===== src/rtl/seg_trace_pkg.sv =====
// Purpose: glyph constants, record layout and glyph decoder for the segment trace monitor.
// Latency: none (types, constants and a combinational function only).
// Backpressure: not applicable.
package seg_trace_pkg;

    // Active-low glyphs, bit6..0 = g,f,e,d,c,b,a (0 = segment lit)
    localparam logic [6:0] GLYPH_0 = 7'h40;
    localparam logic [6:0] GLYPH_1 = 7'h79;
    localparam logic [6:0] GLYPH_2 = 7'h24;
    localparam logic [6:0] GLYPH_3 = 7'h30;
    localparam logic [6:0] GLYPH_4 = 7'h19;
    localparam logic [6:0] GLYPH_5 = 7'h12;
    localparam logic [6:0] GLYPH_6 = 7'h02;
    localparam logic [6:0] GLYPH_7 = 7'h78;
    localparam logic [6:0] GLYPH_8 = 7'h00;
    localparam logic [6:0] GLYPH_9 = 7'h10;
    localparam logic [6:0] GLYPH_A = 7'h08;
    localparam logic [6:0] GLYPH_B = 7'h03;
    localparam logic [6:0] GLYPH_C = 7'h46;
    localparam logic [6:0] GLYPH_D = 7'h21;
    localparam logic [6:0] GLYPH_E = 7'h06;
    localparam logic [6:0] GLYPH_F = 7'h0E;

    // Trace record layout
    localparam int REC_W        = 26;
    localparam int REC_ERR_BIT  = 25;
    localparam int REC_LED_BIT  = 24;
    localparam int REC_RAW_LSB  = 16;
    localparam int REC_ADDR_LSB = 8;
    localparam int REC_INST_LSB = 0;

    // One registered snapshot of every display input (37 bits)
    typedef struct packed {
        logic [6:0] addressTens;
        logic [6:0] addressOnes;
        logic [6:0] instTens;
        logic [6:0] instOnes;
        logic [7:0] rawOutput;
        logic       led;
    } sample_t;

    // Field order matches the REC_* offsets above
    typedef struct packed {
        logic       err;
        logic       led;
        logic [7:0] rawOutput;
        logic [3:0] addrTens;
        logic [3:0] addrOnes;
        logic [3:0] instTens;
        logic [3:0] instOnes;
    } record_t;

    // Returns {err, nibble}; unknown patterns (blank included) give nibble 0 with err set
    function automatic logic [4:0] seg_decode(input logic [6:0] glyph);
        logic [4:0] res;
        res = 5'b1_0000;
        case (glyph)
            GLYPH_0: res = 5'h00;
            GLYPH_1: res = 5'h01;
            GLYPH_2: res = 5'h02;
            GLYPH_3: res = 5'h03;
            GLYPH_4: res = 5'h04;
            GLYPH_5: res = 5'h05;
            GLYPH_6: res = 5'h06;
            GLYPH_7: res = 5'h07;
            GLYPH_8: res = 5'h08;
            GLYPH_9: res = 5'h09;
            GLYPH_A: res = 5'h0A;
            GLYPH_B: res = 5'h0B;
            GLYPH_C: res = 5'h0C;
            GLYPH_D: res = 5'h0D;
            GLYPH_E: res = 5'h0E;
            GLYPH_F: res = 5'h0F;
            default: res = 5'b1_0000;
        endcase
        return res;
    endfunction

endpackage


===== src/rtl/trace_fifo.sv =====
// Purpose: generic synchronous FIFO with occupancy and push-side drop accounting.
// Latency: a push is visible at the head one edge later; level/headVld are registered state.
// Backpressure: headVld/popRdy on the read side; a push into a full FIFO without a pop is dropped and counted.
module trace_fifo #(
    parameter int WIDTH = 26,
    parameter int DEPTH = 16
) (
    input  logic                   clk,
    input  logic                   Reset,
    input  logic                   pushVld,
    input  logic [WIDTH-1:0]       pushDat,
    output logic                   headVld,
    input  logic                   popRdy,
    output logic [WIDTH-1:0]       headDat,
    output logic [$clog2(DEPTH):0] level,
    output logic                   overflow,
    output logic [7:0]             dropCount
);
    localparam int AW = $clog2(DEPTH);
    localparam logic [AW:0] FULL_LVL = (AW + 1)'(DEPTH);

    logic [WIDTH-1:0] mem [DEPTH];
    logic [AW-1:0]    wrPtr;
    logic [AW-1:0]    rdPtr;
    logic             full;
    logic             doPop;
    logic             doPush;
    logic             doDrop;

    // Handshake decisions; a full FIFO still accepts a push when the head leaves in the same cycle
    always_comb begin
        full   = (level == FULL_LVL);
        doPop  = headVld && popRdy;
        doPush = pushVld && (!full || doPop);
        doDrop = pushVld && full && !doPop;
    end

    // Head is forced to zero when empty so the port never shows stale storage
    assign headVld = (level != '0);
    assign headDat = headVld ? mem[rdPtr] : '0;

    // Storage write; the head slot is never overwritten while it is still presented
    always_ff @(posedge clk) begin
        if (doPush) begin
            mem[wrPtr] <= pushDat;
        end
    end

    // Pointer and occupancy bookkeeping
    always_ff @(posedge clk or negedge Reset) begin
        if (!Reset) begin
            wrPtr <= '0;
            rdPtr <= '0;
            level <= '0;
        end else begin
            if (doPush) begin
                wrPtr <= wrPtr + 1'b1;
            end
            if (doPop) begin
                rdPtr <= rdPtr + 1'b1;
            end
            if (doPush && !doPop) begin
                level <= level + 1'b1;
            end else if (doPop && !doPush) begin
                level <= level - 1'b1;
            end
        end
    end

    // Sticky overflow flag and saturating drop counter
    always_ff @(posedge clk or negedge Reset) begin
        if (!Reset) begin
            overflow  <= 1'b0;
            dropCount <= '0;
        end else if (doDrop) begin
            overflow <= 1'b1;
            if (dropCount != 8'hFF) begin
                dropCount <= dropCount + 1'b1;
            end
        end
    end

endmodule


===== src/rtl/seg_trace_monitor.sv =====
// Purpose: samples the CPU display buses, decodes glyphs, queues one trace record per settled change.
// Latency: STABLE_CYCLES+2 edges from an input change to rec_valid.
// Backpressure: rec_valid/rec_ready; when the FIFO is full a new record is dropped and counted, never retried.
module seg_trace_monitor
    import seg_trace_pkg::*;
#(
    parameter int DEPTH         = 16,
    parameter int STABLE_CYCLES = 4
) (
    input  logic                   clk,
    input  logic                   Reset,
    input  logic [6:0]             AddressTens,
    input  logic [6:0]             AddressOnes,
    input  logic [6:0]             InstTens,
    input  logic [6:0]             InstOnes,
    input  logic [7:0]             RawOutput,
    input  logic                   LED,
    output logic                   rec_valid,
    input  logic                   rec_ready,
    output logic [REC_W-1:0]       rec_data,
    output logic [$clog2(DEPTH):0] level,
    output logic                   overflow,
    output logic [7:0]             drop_count
);
    localparam int CNT_W = $clog2(STABLE_CYCLES + 1);
    localparam logic [CNT_W-1:0] CNT_MAX = CNT_W'(STABLE_CYCLES);

    sample_t          sampleNow;
    sample_t          inQ;
    logic             primed;
    logic [CNT_W-1:0] cnt;
    logic [4:0]       decAddrTens;
    logic [4:0]       decAddrOnes;
    logic [4:0]       decInstTens;
    logic [4:0]       decInstOnes;
    record_t          candRec;
    record_t          lastRec;
    logic             lastValid;
    logic             commit;

    // Gather the raw display pins into one snapshot
    always_comb begin
        sampleNow             = '0;
        sampleNow.addressTens = AddressTens;
        sampleNow.addressOnes = AddressOnes;
        sampleNow.instTens    = InstTens;
        sampleNow.instOnes    = InstOnes;
        sampleNow.rawOutput   = RawOutput;
        sampleNow.led         = LED;
    end

    // Input register; primed marks that a real sample has been taken since reset
    always_ff @(posedge clk or negedge Reset) begin
        if (!Reset) begin
            inQ    <= '0;
            primed <= 1'b0;
        end else begin
            inQ    <= sampleNow;
            primed <= 1'b1;
        end
    end

    // Stability counter: the first sample after reset counts as a change, so an all-zero
    // bus still takes the full settling time before its first record
    always_ff @(posedge clk or negedge Reset) begin
        if (!Reset) begin
            cnt <= '0;
        end else if (!primed || (sampleNow != inQ)) begin
            cnt <= '0;
        end else if (cnt != CNT_MAX) begin
            cnt <= cnt + 1'b1;
        end
    end

    // Decode the registered glyphs into the candidate record
    always_comb begin
        decAddrTens       = seg_decode(inQ.addressTens);
        decAddrOnes       = seg_decode(inQ.addressOnes);
        decInstTens       = seg_decode(inQ.instTens);
        decInstOnes       = seg_decode(inQ.instOnes);
        candRec           = '0;
        candRec.err       = decAddrTens[4] | decAddrOnes[4] | decInstTens[4] | decInstOnes[4];
        candRec.led       = inQ.led;
        candRec.rawOutput = inQ.rawOutput;
        candRec.addrTens  = decAddrTens[3:0];
        candRec.addrOnes  = decAddrOnes[3:0];
        candRec.instTens  = decInstTens[3:0];
        candRec.instOnes  = decInstOnes[3:0];
        commit            = (cnt == CNT_MAX) && (!lastValid || (candRec != lastRec));
    end

    // Remember the last committed value even if the FIFO drops it, so it is not offered again
    always_ff @(posedge clk or negedge Reset) begin
        if (!Reset) begin
            lastRec   <= '0;
            lastValid <= 1'b0;
        end else if (commit) begin
            lastRec   <= candRec;
            lastValid <= 1'b1;
        end
    end

    trace_fifo #(
        .WIDTH (REC_W),
        .DEPTH (DEPTH)
    ) u_fifo (
        .clk       (clk),
        .Reset     (Reset),
        .pushVld   (commit),
        .pushDat   (candRec),
        .headVld   (rec_valid),
        .popRdy    (rec_ready),
        .headDat   (rec_data),
        .level     (level),
        .overflow  (overflow),
        .dropCount (drop_count)
    );

endmodule


===== config.mk =====
export PLATFORM = sky130hd
export DESIGN_NAME = seg_trace_monitor
export DESIGN_NICKNAME = d
export VERILOG_FILES = /design/src/rtl/seg_trace_pkg.sv /design/src/rtl/trace_fifo.sv /design/src/rtl/seg_trace_monitor.sv
export SDC_FILE = /design/constraint.sdc
export NUM_CORES = 1
export LEC_CHECK = 0
export ABC_AREA = 1
export CAP_MARGIN = 20
export CORE_ASPECT_RATIO = 1.2
export CORE_MARGIN = 8
export CORE_UTILIZATION = 40
export DETAILED_ROUTE_END_ITERATION = 12
export PLACE_DENSITY_LB_ADDON = 0.2
export SLEW_MARGIN = 20
export SYNTH_ARGS = -nofsm -noshare
export SYNTH_HDL_FRONTEND = slang
export SYNTH_SLANG_ARGS = --single-unit

===== constraint.sdc =====
create_clock -name clk -period 4.49 [get_ports clk]
set_input_delay 0.449 -clock clk [delete_from_list [all_inputs] [get_ports clk]]
set_output_delay 0.449 -clock clk [all_outputs]
set_load 0.005 [all_outputs]

Word level (Yosys, flattened, before mapping)
Memories as Yosys holds them, arrays and structs flattened.
Index checks and enable logic that the tools add are counted.
{"block": "totals", "n_memories": 1, "ff_bits": 90, "ramBits": 416, "in_bits": 40, "wordCells": 131}
{"block": "classes", "n_addsub": 6, "n_bitwise": 3, "mux": 11, "reduce_logical": 23, "n_eq_ne": 66}
{"memory": "u_fifo.mem", "words": 16, "width": 26, "rd": 1, "rd_clocked_by_memory_dff": 0, "wr": 1, "line": "trace_fifo.sv:22", "source": "logic [WIDTH-1:0] mem [DEPTH];"}
{"operator": "$pmux W5 S16", "count": 4}
{"operator": "$eq A7 B7 Y1 const B", "count": 16}
{"operator": "$eq A7 B5 Y1 const B", "count": 12}
{"operator": "$eq A7 B6 Y1 const B", "count": 12}
{"operator": "$eq A7 B2 Y1 const B", "count": 8}
{"operator": "$eq A7 B4 Y1 const B", "count": 8}
{"operator": "$ne A37 B37 Y1", "count": 1}
{"operator": "$eq A7 B3 Y1 const B", "count": 4}
{"operator": "$logic_not A7 Y1", "count": 4}
{"operator": "$mux W26", "count": 1}
{"operator": "$ne A26 B26 Y1", "count": 1}
{"operator": "$mux W5", "count": 2}
{"operator": "$add A4 B1 Y4 const B", "count": 2}
{"operator": "$add A8 B1 Y8 const B", "count": 1}
{"operator": "$ne A8 B8 Y1 const B", "count": 1}
{"operator": "$logic_and A1 B1 Y1", "count": 7}
{"operator": "$mux W3", "count": 2}
{"operator": "$add A5 B1 Y5 const B", "count": 1}
{"operator": "$eq A5 B5 Y1 const B", "count": 1}
{"operator": "$logic_not A1 Y1", "count": 5}
{"operator": "$reduce_bool A5 Y1", "count": 1}
{"operator": "$sub A5 B1 Y5 const B", "count": 1}
{"operator": "$reduce_bool A2 Y1", "count": 2}
{"operator": "$add A3 B1 Y3 const B", "count": 1}
{"operator": "other kinds (6)", "count": 11}

Longest topological paths before layout
Gate-level depths: netlist (run 1).
{"block": "logic_depth", "ltp_word": 13, "depth_mapped": 27, "ltp_nobuf": 26}

Hierarchy
A second synthesis (run 1) with hierarchy kept.
{"block": "hier_totals", "cells_unflattened": 2158, "hier_area_um2": 22280.1}
{"module": "trace_fifo", "seq_area_each_um2": 13042.5, "cells_each": 1528, "area_per_inst_um2": 17962.2, "instances": 1}
{"module": "seg_trace_monitor", "seq_area_each_um2": 1701.6, "cells_each": 630, "area_per_inst_um2": 4317.9, "instances": 1}

Least setup slack after synthesis (run 1)
Ideal clock, no wire load.
{"block": "synth_timing", "kind": "flip-flop to flip-flop", "startpoint": "reg inQ[29] in the netlist's numbering", "endpoint": "mem u_fifo.mem[0][0], enable pin", "setup_time_ns": 0.409, "required_time_ns": 4.081, "setup_slack_ns": 0.870, "path_stages_with_launch": 17, "arrival_ns": 3.211, "path_cell_list": "dfrtp_1 nor2_1 nand2_2 inv_2 nand2_1 nand2_2 nor2_1 nor2_2 nand2_2 nand2_1 nand2_2 nand4_4 nand2_4 nor2_4 buf_6 nand2_4 nor2_1"}
{"element": "from (decl)", "line": "seg_trace_monitor.sv:29", "source": "sample_t inQ;"}
{"element": "from (signal assigned)", "line": "seg_trace_monitor.sv:58", "source": "inQ <= sampleNow;"}
{"element": "to (decl)", "line": "trace_fifo.sv:22"}

Worst setup path in the final report (run 1)
{"block": "layout_timing", "startpoint": "reg u_fifo.rdPtr[0]", "endpoint": "out rec_data[6]"}
{"block": "layout_between", "elab_chain_cells": 2}
{"element": "from (decl)", "line": "trace_fifo.sv:24", "source": "logic [AW-1:0] rdPtr;"}
{"element": "from (signal assigned)", "line": "trace_fifo.sv:60", "source": "rdPtr <= rdPtr + 1'b1;"}
{"element": "$mem_v2 Z16 W26"}
{"element": "$mux W26", "line": "trace_fifo.sv:40", "source": "assign headDat = headVld ? mem[rdPtr] : '0;"}
{"element": "to (decl)", "line": "seg_trace_monitor.sv:20", "source": "output logic [REC_W-1:0] rec_data,"}
Every way passes these cells.

==> out/qor.yml, run 1 <==
die:
  num_rows: 94
  initial_core_util: 0.4020
  chipWidth_um: 229.8
  dieArea_um2: 62630
  fp.dieH_um: 272.6
  num_io_pins: 81
  core_area_um2: 54570
setup_path:
  slowest_stage: "dfrtp_4"
  crit_required_ps: 4040
  crit_path_end_kind: "output port"
  crit_type: "flip-flop to output port"
  slowest_delay_ps: 980
  cp_cell_sequence: "buf_4, o21ai_0, o22ai_1, nor2_1, nor2_1, o21ai_0, a21oi_1, clkdlybuf4s50_1"
  worstSetupStartpointType: "flip-flop"
  arrival_ps: 3680
  critPathMaxFanout: 73
sta:
  setup_viol: 0
  worst_pin_slew_ps: 845.2
  finalCritPeriodShare: 0.9189
  relSlewSlack: 0.4365
  finClkSkew_ps: 20.29
  fmax_ghz: 0.2424
  fin_setup_tns_ps: 0
  finalHoldViolCount: 0
  drv_slew: 0
  postLayoutSetupSlackWorst_ps: 364.3
  period_needed_ps: 4126
  rsz0062_at_grt: "no"
routing:
  drt_iter0_markers: 1299
  via_count: 15550
  remaining_drc_errors: 0
  dr.pass1.iters: 5
  antenna_left: 0
  drt_wl_total_um: 61420
  wl_per_cell_um: 21.50
  vias_per_cell: 5.444
layout:
  num_antenna_cells: 0
  drive_gt1_frac: 0.1146
  nFillCells: 5009
  area_growth_syn_to_layout_pct: 17.26
  nets: 2149
min_path:
  hp-class: "input port to flip-flop"
synthesis:
  synth.avg_cell_area_um2: 11.02
  synth_top_area_share: 0.5694
  yosysSeqAreaShare: 0.6720
  yosysWarnings: 0
  synth_top_cell_by_area: "edfxtp_1"
  syn_nets: 2044
  ys_ff_latch: 506
  synth_cell_type_count: 48
  synthFlopType: "edfxtp_1"
  async_reset_ff_frac: 0.1779
  syn_inst: 1991
  synth_edf_count: 416
  synth_area_leaders: "edfxtp_1 (57%), dfrtp_1 (10%), nor2_1 (6.3%), o21ai_0 (5.7%), nand2_1 (5.1%)"
  syn_area_um2: 21940
cts:
  htreeDepth: 2
  clock_latency_ps: 590
  postCtsHoldBufs: 1
  cts_max_path_buffers: 3
  clock-sinks: 506
  cts_resized: 0
  clk_pin_slew_worst_paths_ps: 60
  cts_tree: "built"
  cts-root-buf: "clkbuf_16"
  cts_made_buffers: 50
  post-cts-setup-buffer-count: 0
global_routing:
  grt_usage: 0.1917
  grt_pass1_vias: 15480
  grt-ovfl-total: 0
  antenna_found_initial: 2
  grt_pass1_wl_um: 93110
  grt_max_degree: 74
flow_run:
  max_cap_viol_count: 0
placed_design:
  place_ws_ps: 442.6
  dpl.hpwl_um: 37200
  gp_congestion: 0.8749
  numPortBuffers: 80
pwr:
  p_per_area_nw_per_um2: 537.0
  leakage_nw: 9.913
  vdd_drop_max_uv: 372.8
run_status:
  status: "finished clean"
-- per-stage QoR --
stage          utilization  hold WS [ps]  cell area, um^2  std cells  power (mW)
6_report            0.4714         338.3            25730       2857       13.82
5_1_grt             0.4714         327.8            25730       2857       14.52
4_1_cts             0.4714         308.7            25730       2857       13.94
3_5_place_dp        0.4408         458.1            24060       2763       9.691
3_3_place_gp        0.4408         449.6            24060       2763       9.649
2_1_floorplan            -         153.4            21940       1991       7.781
-- final cells by class --
class / instances / area [um^2] / area share
multi-input combinational: 1288 / 6556 / 0.2548
inverter: 106 / 402.9 / 0.01566
clock inverter: 31 / 322.8 / 0.01255
tap: 720 / 900.9 / 0.03502
timing repair buffer: 144 / 1456 / 0.05661
sequential: 506 / 14750 / 0.5733
clock buffer: 62 / 1338 / 0.05199
-- synth_stat cells (13+ instances only) --
cell type	n
nor2_1	369
nor2_2	13
inv_2	30
nand2_1	299
xor2_1	16
o221ai_1	76
o21ai_0	248
o22ai_1	36
inv_1	76
dfrtp_1	90
a21oi_1	34
clkbuf_1	83
nand3_1	81
edfxtp_1	416
-- worst max-delay path, delay by kind of cell (launching register included) --
| family | cells | cell delay [ps] |
|---|---|---|
| flops | 1 | 980 |
| compound gates | 4 | 780 |
| simple gates | 2 | 170 |
| buf+inv | 2 | 1140 |
-- state kept, by name (all words and copies together), names as in the netlist --
register,count
lastValid,1
u_fifo.wrPtr,4
primed,1
cnt,3
candRec,9
u_fifo.overflow,1
u_fifo.rdPtr,4
u_fifo.mem,416
lastRec,26
u_fifo.dropCount,8
inQ,28
u_fifo.level,5
-- layout by cell type (no fill, tap or decap), types with 6 or more instances in the layout --
cell	netlist	final
edfxtp_1	416	416
nor2_1	369	352
nand2_1	299	299
o21ai_0	248	248
dfrtp_1	90	87
nand3_1	81	81
clkdlybuf4s50_1	0	79
o221ai_1	76	76
inv_1	76	74
clkbuf_16	0	51
buf_4	1	50
o22ai_1	36	36
a21oi_1	34	34
inv_2	30	31
nor2_4	7	24
xor2_1	16	16
clkinv_1	0	15
buf_12	0	14
nor2_2	13	13
nand2_2	12	12
o21ai_2	12	12
ha_1	12	12
clkbuf_1	83	9
o21ai_1	8	8
nand4_1	8	8
nor3_1	6	6
xnor2_1	6	6
bufinv_16	0	6
-- cell families (layout without fill, tap and decap cells) --
group	Yosys count	after routing	share of synthesized area
DFF	506	506	0.6720
buffers and inverters	197	343	0.03496
other	1	1	0.0001709
adders and majority gates	13	13	0.007756
AOI/OAI and AO/OA	429	429	0.1171
xor gates and xnor gates	23	23	0.009524
and+or+nand+nor	822	822	0.1585
-- power breakdown --
part	switching (mW)	internal, mW	leakage (nW)
Sequential	0.227	5.13	5.43
Clock	1.79	2.46	0.804
Combinational	2.59	1.61	3.68
-- final timing paths --
path,start,end,slack [ps],cells past startpoint
setup reg to reg,inQ[21],u_fifo.level[4],440,25
min in group asynchronous,Reset,inQ[9],450,2
setup / recovery,u_fifo.rdPtr[0],rec_data[6],360,8
max in group asynchronous,Reset,u_fifo.level[3],2950,3
hold reg to reg,u_fifo.overflow,u_fifo.overflow,470,1
hold / removal,RawOutput[4],candRec[20],340,1
-- metal layers --
metal | track usage | vias up | wire length [um]
li1 | - | 7263 | -
met5 | 0 | - | 13
met2 | 0.3277 | 527 | 30130
met4 | 0.07225 | 2 | 2189
met1 | 0.2448 | 7647 | 25550
met3 | 0.02915 | 114 | 3543
(Power assumes the default switching activity.)
==> inputs of run 2 (changes only) <==
- CORE_UTILIZATION: 40 -> 61
- CTS_CLUSTER_DIAMETER: default -> 150
- PLACE_DENSITY: default -> 0.77
- PLACE_DENSITY_LB_ADDON: 0.2 -> default
==> run 2 against run 1 <==
  * Sequential share of layout area is 1.6 points higher
  * Die area is 32% lower
  * Worst setup slack better by 9.1 ps
  * Count of clock-buffer cells in the layout is 3 higher
  * Utilization is 23 points higher
  * Critical path depth is 9 higher
  * Via count is 1.5% higher
  * Global-route usage is 7.4 points higher
  * Critical path type is now flip-flop to flip-flop
  * Highest routed layer is now met4
==> out/qor.yml, run 2 (synthesis gave the netlist of run 1 again) <==
placed_design:
  postPlaceCellArea_um2: 23570  # -2.0%
  dpl.hpwl_um: 34720  # -6.7%
  numPortBuffers: 80  # unchanged
  gp_congestion: 1.013  # +16%
  place_ws_ps: 367.3  # -75.35 ps
setup_path:
  r2r_slack_ps: 370  # -70 ps
  crit_path_start: "inQ[33]"
  critPathMaxFanout: 27  # -63%
  worstSetupStartpointType: "flip-flop"
  r2r-start: "inQ[33]"
  slowest_stage: "nor2_4"
  crit_path_end_kind: "flip-flop"
  slowest_delay_ps: 460  # -520 ps
  cp_num_buf_inv: 3  # +1
  crit_required_ps: 4750  # +710 ps
  arrival_ps: 4380  # +700 ps
  cp_cell_sequence: "inv_1, nand2_1, nor3_1, nor2_2, nand2_2, nor2_1, nor2_2, nand2_2, nand2_1, nand2_2, nand4_4, nand2_4, nor2_4, buf_4, nand2_1, nor2_4, buf_4"
  critPathTopFamily: "simple AND/OR/NAND/NOR gates"
  crit_type: "flip-flop to flip-flop"
  reg2reg_depth: 17  # -32%
  r2r_end: "u_fifo.mem[3][6]"
layout:
  final_area_um2: 25050  # -2.6%
  mostFrequentLayoutCell: "edfxtp_1"
  nets: 2134  # -0.70%
  num_antenna_cells: 0  # unchanged
  area_growth_syn_to_layout_pct: 14.16
  largest_register_ffs: 416  # unchanged
  drive_gt1_frac: 0.1081  # -0.006526
  largest-register: "u_fifo.mem"
  final_cell_mix: "edfxtp_1 (416), nor2_1 (352), nand2_1 (299)"
  reg_top3: "u_fifo.mem: 416 flops, inQ: 28 flops, lastRec: 26 flops"
cts:
  postCtsHoldBufs: 0  # -1
  clock_latency_ps: 570  # -20 ps
  htreeDepth: 2  # unchanged
  cts_max_path_buffers: 3  # unchanged
  cts_resized: 0  # unchanged
  cts_tree: "built"
  clock-sinks: 506  # unchanged
  post-cts-setup-buffer-count: 0  # unchanged
  cts-root-buf: "clkbuf_16"
  clk_pin_slew_worst_paths_ps: 60  # about the same
  cts_made_buffers: 46  # -8.0%
pwr:
  leakage_nw: 9.751  # -1.6%
  combPwrFrac: 0.315  # +0.011
  switching_share: 0.3338  # about the same
  p_switching_mw: 4.465  # -3.2%
  internal-power_mw: 8.913  # -3.1%
  clkPwrFrac: 0.288  # -0.020
  vdd_drop_max_uv: 467.3  # +25%
  p_per_area_nw_per_um2: 534.2  # -0.53%
  pwr-share-seq: 0.396  # +0.008
global_routing:
  grt-ovfl-total: 0  # unchanged
  grt_pass1_vias: 15970  # +3.2%
  grt_usage: 0.2653  # +0.07361
  grt_pass1_wl_um: 87480  # -6.0%
  antenna_found_initial: 0  # -2
  grt_max_degree: 93  # +26%
sta:
  finClkSkew_ps: 22.68  # +2.395 ps
  postLayoutSetupSlackWorst_ps: 373.4  # +9.113 ps
  worst_pin_slew_ps: 917.6  # +72.35 ps
  fin_setup_tns_ps: 0  # unchanged
  relSlewSlack: 0.3883  # -0.04823
  rsz0062_at_grt: "no"
  fmax_ghz: 0.2429  # +0.22%
  drv_slew: 0  # unchanged
  setup_viol: 0  # unchanged
  period_needed_ps: 4117  # -9.113 ps
  finalHoldViolCount: 0  # unchanged
  finalCritPeriodShare: 0.9168  # -0.002030
die:
  core_area_um2: 35660  # -35%
  chipWidth_um: 189.1  # -18%
  fp.dieH_um: 223.8  # -18%
  initial_core_util: 0.6153  # +0.2132
  num_rows: 76  # -19%
  num_io_pins: 81  # unchanged
  dieArea_um2: 42320  # -32%
routing:
  dr.pass1.iters: 7  # +2
  vias_per_cell: 6.108  # +12%
  antenna_left: 0  # unchanged
  wl_per_cell_um: 21.81  # +1.4%
  via_count: 15790  # +1.5%
  drt_iter0_markers: 1813  # +40%
  drt_wl_total_um: 56390  # -8.2%
  remaining_drc_errors: 0  # unchanged
run_status:
  status: "finished clean"
min_path:
  hp-class: "input port to asynchronous set/reset pin"
flow_run:
  max_cap_viol_count: 0  # unchanged
==> run 2: changes by cell type in the layout (fill, tap and decap cells not counted), moves of 2 or more <==
| cell | previous run | this run |
|---|---|---|
| clkinv_2 | 4 | 6 |
| buf_12 | 14 | 7 |
| clkinv_4 | 3 | 1 |
| buf_4 | 50 | 47 |
| clkbuf_1 | 9 | 15 |
| clkinv_8 | 2 | 0 |
| clkbuf_16 | 51 | 47 |
| clkinv_1 | 15 | 7 |
| bufinv_16 | 6 | 4 |
==> run 2: worst max path at each step <==
| stage | to | slack (ps) | cells after the start |
|---|---|---|---|
| final | u_fifo.mem[3][6] | 370 | 17 |
| after global placement | u_fifo.mem[3][5] | 440 | 17 |
| after CTS | u_fifo.mem[3][9] | 340 | 17 |
| after global routing | u_fifo.level[4] | 2 | 26 |
| after floorplan | u_fifo.mem[0][0] | 870 | 16 |
| after detailed placement | u_fifo.mem[3][5] | 370 | 17 |
==> run 2: routing by layer <==
| metal | wire length (um) | track usage |
|---|---|---|
| met5 | 0 | 0 |
| met4 | 2473 | 0.1310 |
| met3 | 4323 | 0.04216 |
| met2 | 28900 | 0.4645 |
| met1 | 20690 | 0.3158 |
==> run 2: layout make-up <==
| class | count | area [um^2] |
|---|---|---|
| fillers | 2448 | 10610 |
| clock inverters | 20 | 201.4 |
| multi-input cells | 1288 | 6551 |
| well taps | 468 | 585.6 |
| clock buffers | 65 | 1274 |
| flip-flops and latches | 506 | 14750 |
| repair buffers | 133 | 1284 |
| inverters | 106 | 400.4 |
==> run 2: through the flow <==
stage	hold WS [ps]	total power, mW	std cells	utilization
2_1_floorplan	153.4	7.781	1991	-
3_3_place_gp	451.6	9.436	2501	0.6610
3_5_place_dp	459.4	9.557	2501	0.6610
4_1_cts	48.04	13.40	2586	0.7024
5_1_grt	78.27	13.98	2586	0.7024
6_report	17.27	13.38	2586	0.7024
==> run 2: power groups by stage <==
stage	combinational (mW)	sequential, mW	clock, mW
floorplan	2.49	5.29	0
global placement	4.05	5.39	0
detailed placement	4.16	5.40	0
CTS	4.21	5.30	3.89
global route	4.62	5.31	4.05
finish	4.22	5.30	3.86
==> inputs of run 3 (changes only) <==
- CORE_UTILIZATION: 61 -> 65
- PLACE_DENSITY: 0.77 -> 0.81
- clock period: 4.49 -> 4.8 ns (I/O delays scaled with it)
==> run 3 against run 2 <==
  * Utilization rose by 4.9 points
  * Combinational power fell by 6.4%
  * Worst setup slack improved by 270 ps
  * Die area fell by 5.7%
  * Hold slack improved by 380 ps
  * Count of clock-buffer cells in the layout fell by 6
  * Routed wire length rose by 3.2%
  * Via count rose by 1.9%
==> out/qor.yml, run 3 (synthesis gave the netlist of run 1 again) <==
global_routing:
  antenna_found_initial: 0  # unchanged
  grt_pass1_vias: 16080  # +0.71%
  grt_pass1_wl_um: 89000  # +1.7%
  grt_max_degree: 107  # +15%
  grt_usage: 0.2904  # +0.02513
  grt-ovfl-total: 0  # unchanged
setup_path:
  r2r_slack_ps: 740  # +370 ps
  arrival_ps: 3680  # -700 ps
  crit_required_ps: 4320  # -430 ps
  crit_type: "flip-flop to output port"
  crit_path_end_kind: "output port"
  critPathMaxFanout: 73  # +170%
  worstSetupStartpointType: "flip-flop"
die:
  dieArea_um2: 39910  # -5.7%
  chipWidth_um: 183.7  # -2.9%
  core_area_um2: 33160  # -7.0%
  num_rows: 73  # -3.9%
  initial_core_util: 0.6617  # +0.04646
  fp.dieH_um: 217.3  # -2.9%
  num_io_pins: 81  # unchanged
placed_design:
  gp_congestion: 0.9617  # -5.1%
  dp_cells: 2472  # -1.2%
  place_ws_ps: 796.2  # +429.0 ps
  numPortBuffers: 80  # unchanged
  dpl.hpwl_um: 34330  # -1.1%
run_status:
  status: "finished clean"
sta:
  relSlewSlack: 0.4715  # +0.08317
  finClkSkew_ps: 14.36  # -8.324 ps
  fin_setup_tns_ps: 0  # unchanged
  drv_slew: 0  # unchanged
  postLayoutSetupSlackWorst_ps: 642.0  # +268.6 ps
  setup_viol: 0  # unchanged
  worst_pin_slew_ps: 792.8  # -124.8 ps
  worst_hold_slack_ps: 392.5  # +375.3 ps
  period_needed_ps: 4158
  fmax_ghz: 0.2405
  finalHoldViolCount: 0  # unchanged
  finalCritPeriodShare: 0.8663
  rsz0062_at_grt: "no"
pwr:
  leakage_nw: 9.679  # -0.74%
  vdd_drop_max_uv: 346.1  # -26%
  p_per_area_nw_per_um2: 498.7  # -6.6%
cts:
  cts_max_path_buffers: 3  # unchanged
  cts_made_buffers: 47  # +2.2%
  clock-sinks: 506  # unchanged
  clk_pin_slew_worst_paths_ps: 60  # about the same
  clock_latency_ps: 560  # about the same
  cts-root-buf: "clkbuf_16"
  cts_tree: "built"
  htreeDepth: 2  # unchanged
  post-cts-setup-buffer-count: 0  # unchanged
layout:
  area_growth_syn_to_layout_pct: 13.53
  nFillCells: 2088  # -15%
  drive_gt1_frac: 0.1029  # -0.005180
  largest_register_ffs: 416  # unchanged
  finalNonFillerCells: 2558  # -1.1%
  mostFrequentLayoutCell: "edfxtp_1"
  num_antenna_cells: 0  # unchanged
  reg_top3: "u_fifo.mem: 416 flops, inQ: 28 flops, lastRec: 26 flops"
  largest-register: "u_fifo.mem"
  final_cell_mix: "edfxtp_1 (416), nor2_1 (352), nand2_1 (299)"
  nets: 2125  # -0.42%
routing:
  drt_wl_total_um: 58200  # +3.2%
  remaining_drc_errors: 0  # unchanged
  wl_per_cell_um: 22.75  # +4.3%
  antenna_left: 0  # unchanged
  via_count: 16100  # +1.9%
  dr.pass1.iters: 8  # +1
  drt_iter0_markers: 1865  # +2.9%
  vias_per_cell: 6.293  # +3.0%
min_path:
  hp-class: "input port to flip-flop"
flow_run:
  max_cap_viol_count: 0  # unchanged
-- run 3: stage by stage --
| stage | cell area [um^2] | power, mW | util |
|---|---|---|---|
| finish | 24910 | 12.42 | 0.7512 |
| global route | 24910 | 12.95 | 0.7512 |
| CTS | 24910 | 12.41 | 0.7512 |
| detailed placement | 23450 | 8.899 | 0.7074 |
| global placement | 23450 | 8.760 | 0.7074 |
| floorplan | 21940 | 7.279 | - |
-- run 3: final timing paths --
check                                start              end  depth (start not counted)
max                        u_fifo.rdPtr[0]     rec_data[24]                          7
min                           RawOutput[4]      candRec[20]                          1
max reg2reg                        inQ[26]  u_fifo.level[4]                         23
min reg2reg                u_fifo.overflow  u_fifo.overflow                          1
max in group asynchronous            Reset      candRec[16]                          3
min in group asynchronous            Reset  u_fifo.level[2]                          2
-- run 3: per-layer routing --
layer | global-route usage | part of all wire | vias up
met2 | 0.4948 | 0.50 | 960
li1 | - | - | 7210
met1 | 0.3570 | 0.36 | 7735
met4 | 0.1478 | 0.050 | 0
met5 | 0 | 0 | -
met3 | 0.04483 | 0.088 | 193
-- run 3: repair_timing --
| item | CTS | global route |
|---|---|---|
| hold buffers | 1 | 0 |
| resized for setup | 0 | 0 |
| endpoints found under the hold margin | 23 | 0 |
| endpoints found under the setup margin | 0 | 0 |
-- run 3: layout make-up --
| cell class | count | area [um^2] | share of cell area |
|---|---|---|---|
| clock buffers | 59 | 1252 | 0.05028 |
| flip-flops and latches | 506 | 14750 | 0.5922 |
| inverters | 106 | 400.4 | 0.01607 |
| multi-input cells | 1288 | 6551 | 0.2630 |
| well taps | 450 | 563.0 | 0.02261 |
| repair buffers | 123 | 1199 | 0.04812 |
| clock inverters | 26 | 191.4 | 0.007686 |
-- run 3: critical path, cell delays in order, from the launching register on --
cell and delay [ps]:
dfrtp_4 620, inv_4 300, buf_4 660, o21ai_0 230
o221ai_1 300, nand3_1 160, a21oi_1 280, clkdlybuf4s50_1 560
-- run 3: where the power goes --
group          switching [mW]  total, mW  internal (mW)
combinational            2.48       3.95           1.47
clock                    1.56       3.52           1.96
sequential              0.143       4.95           4.80
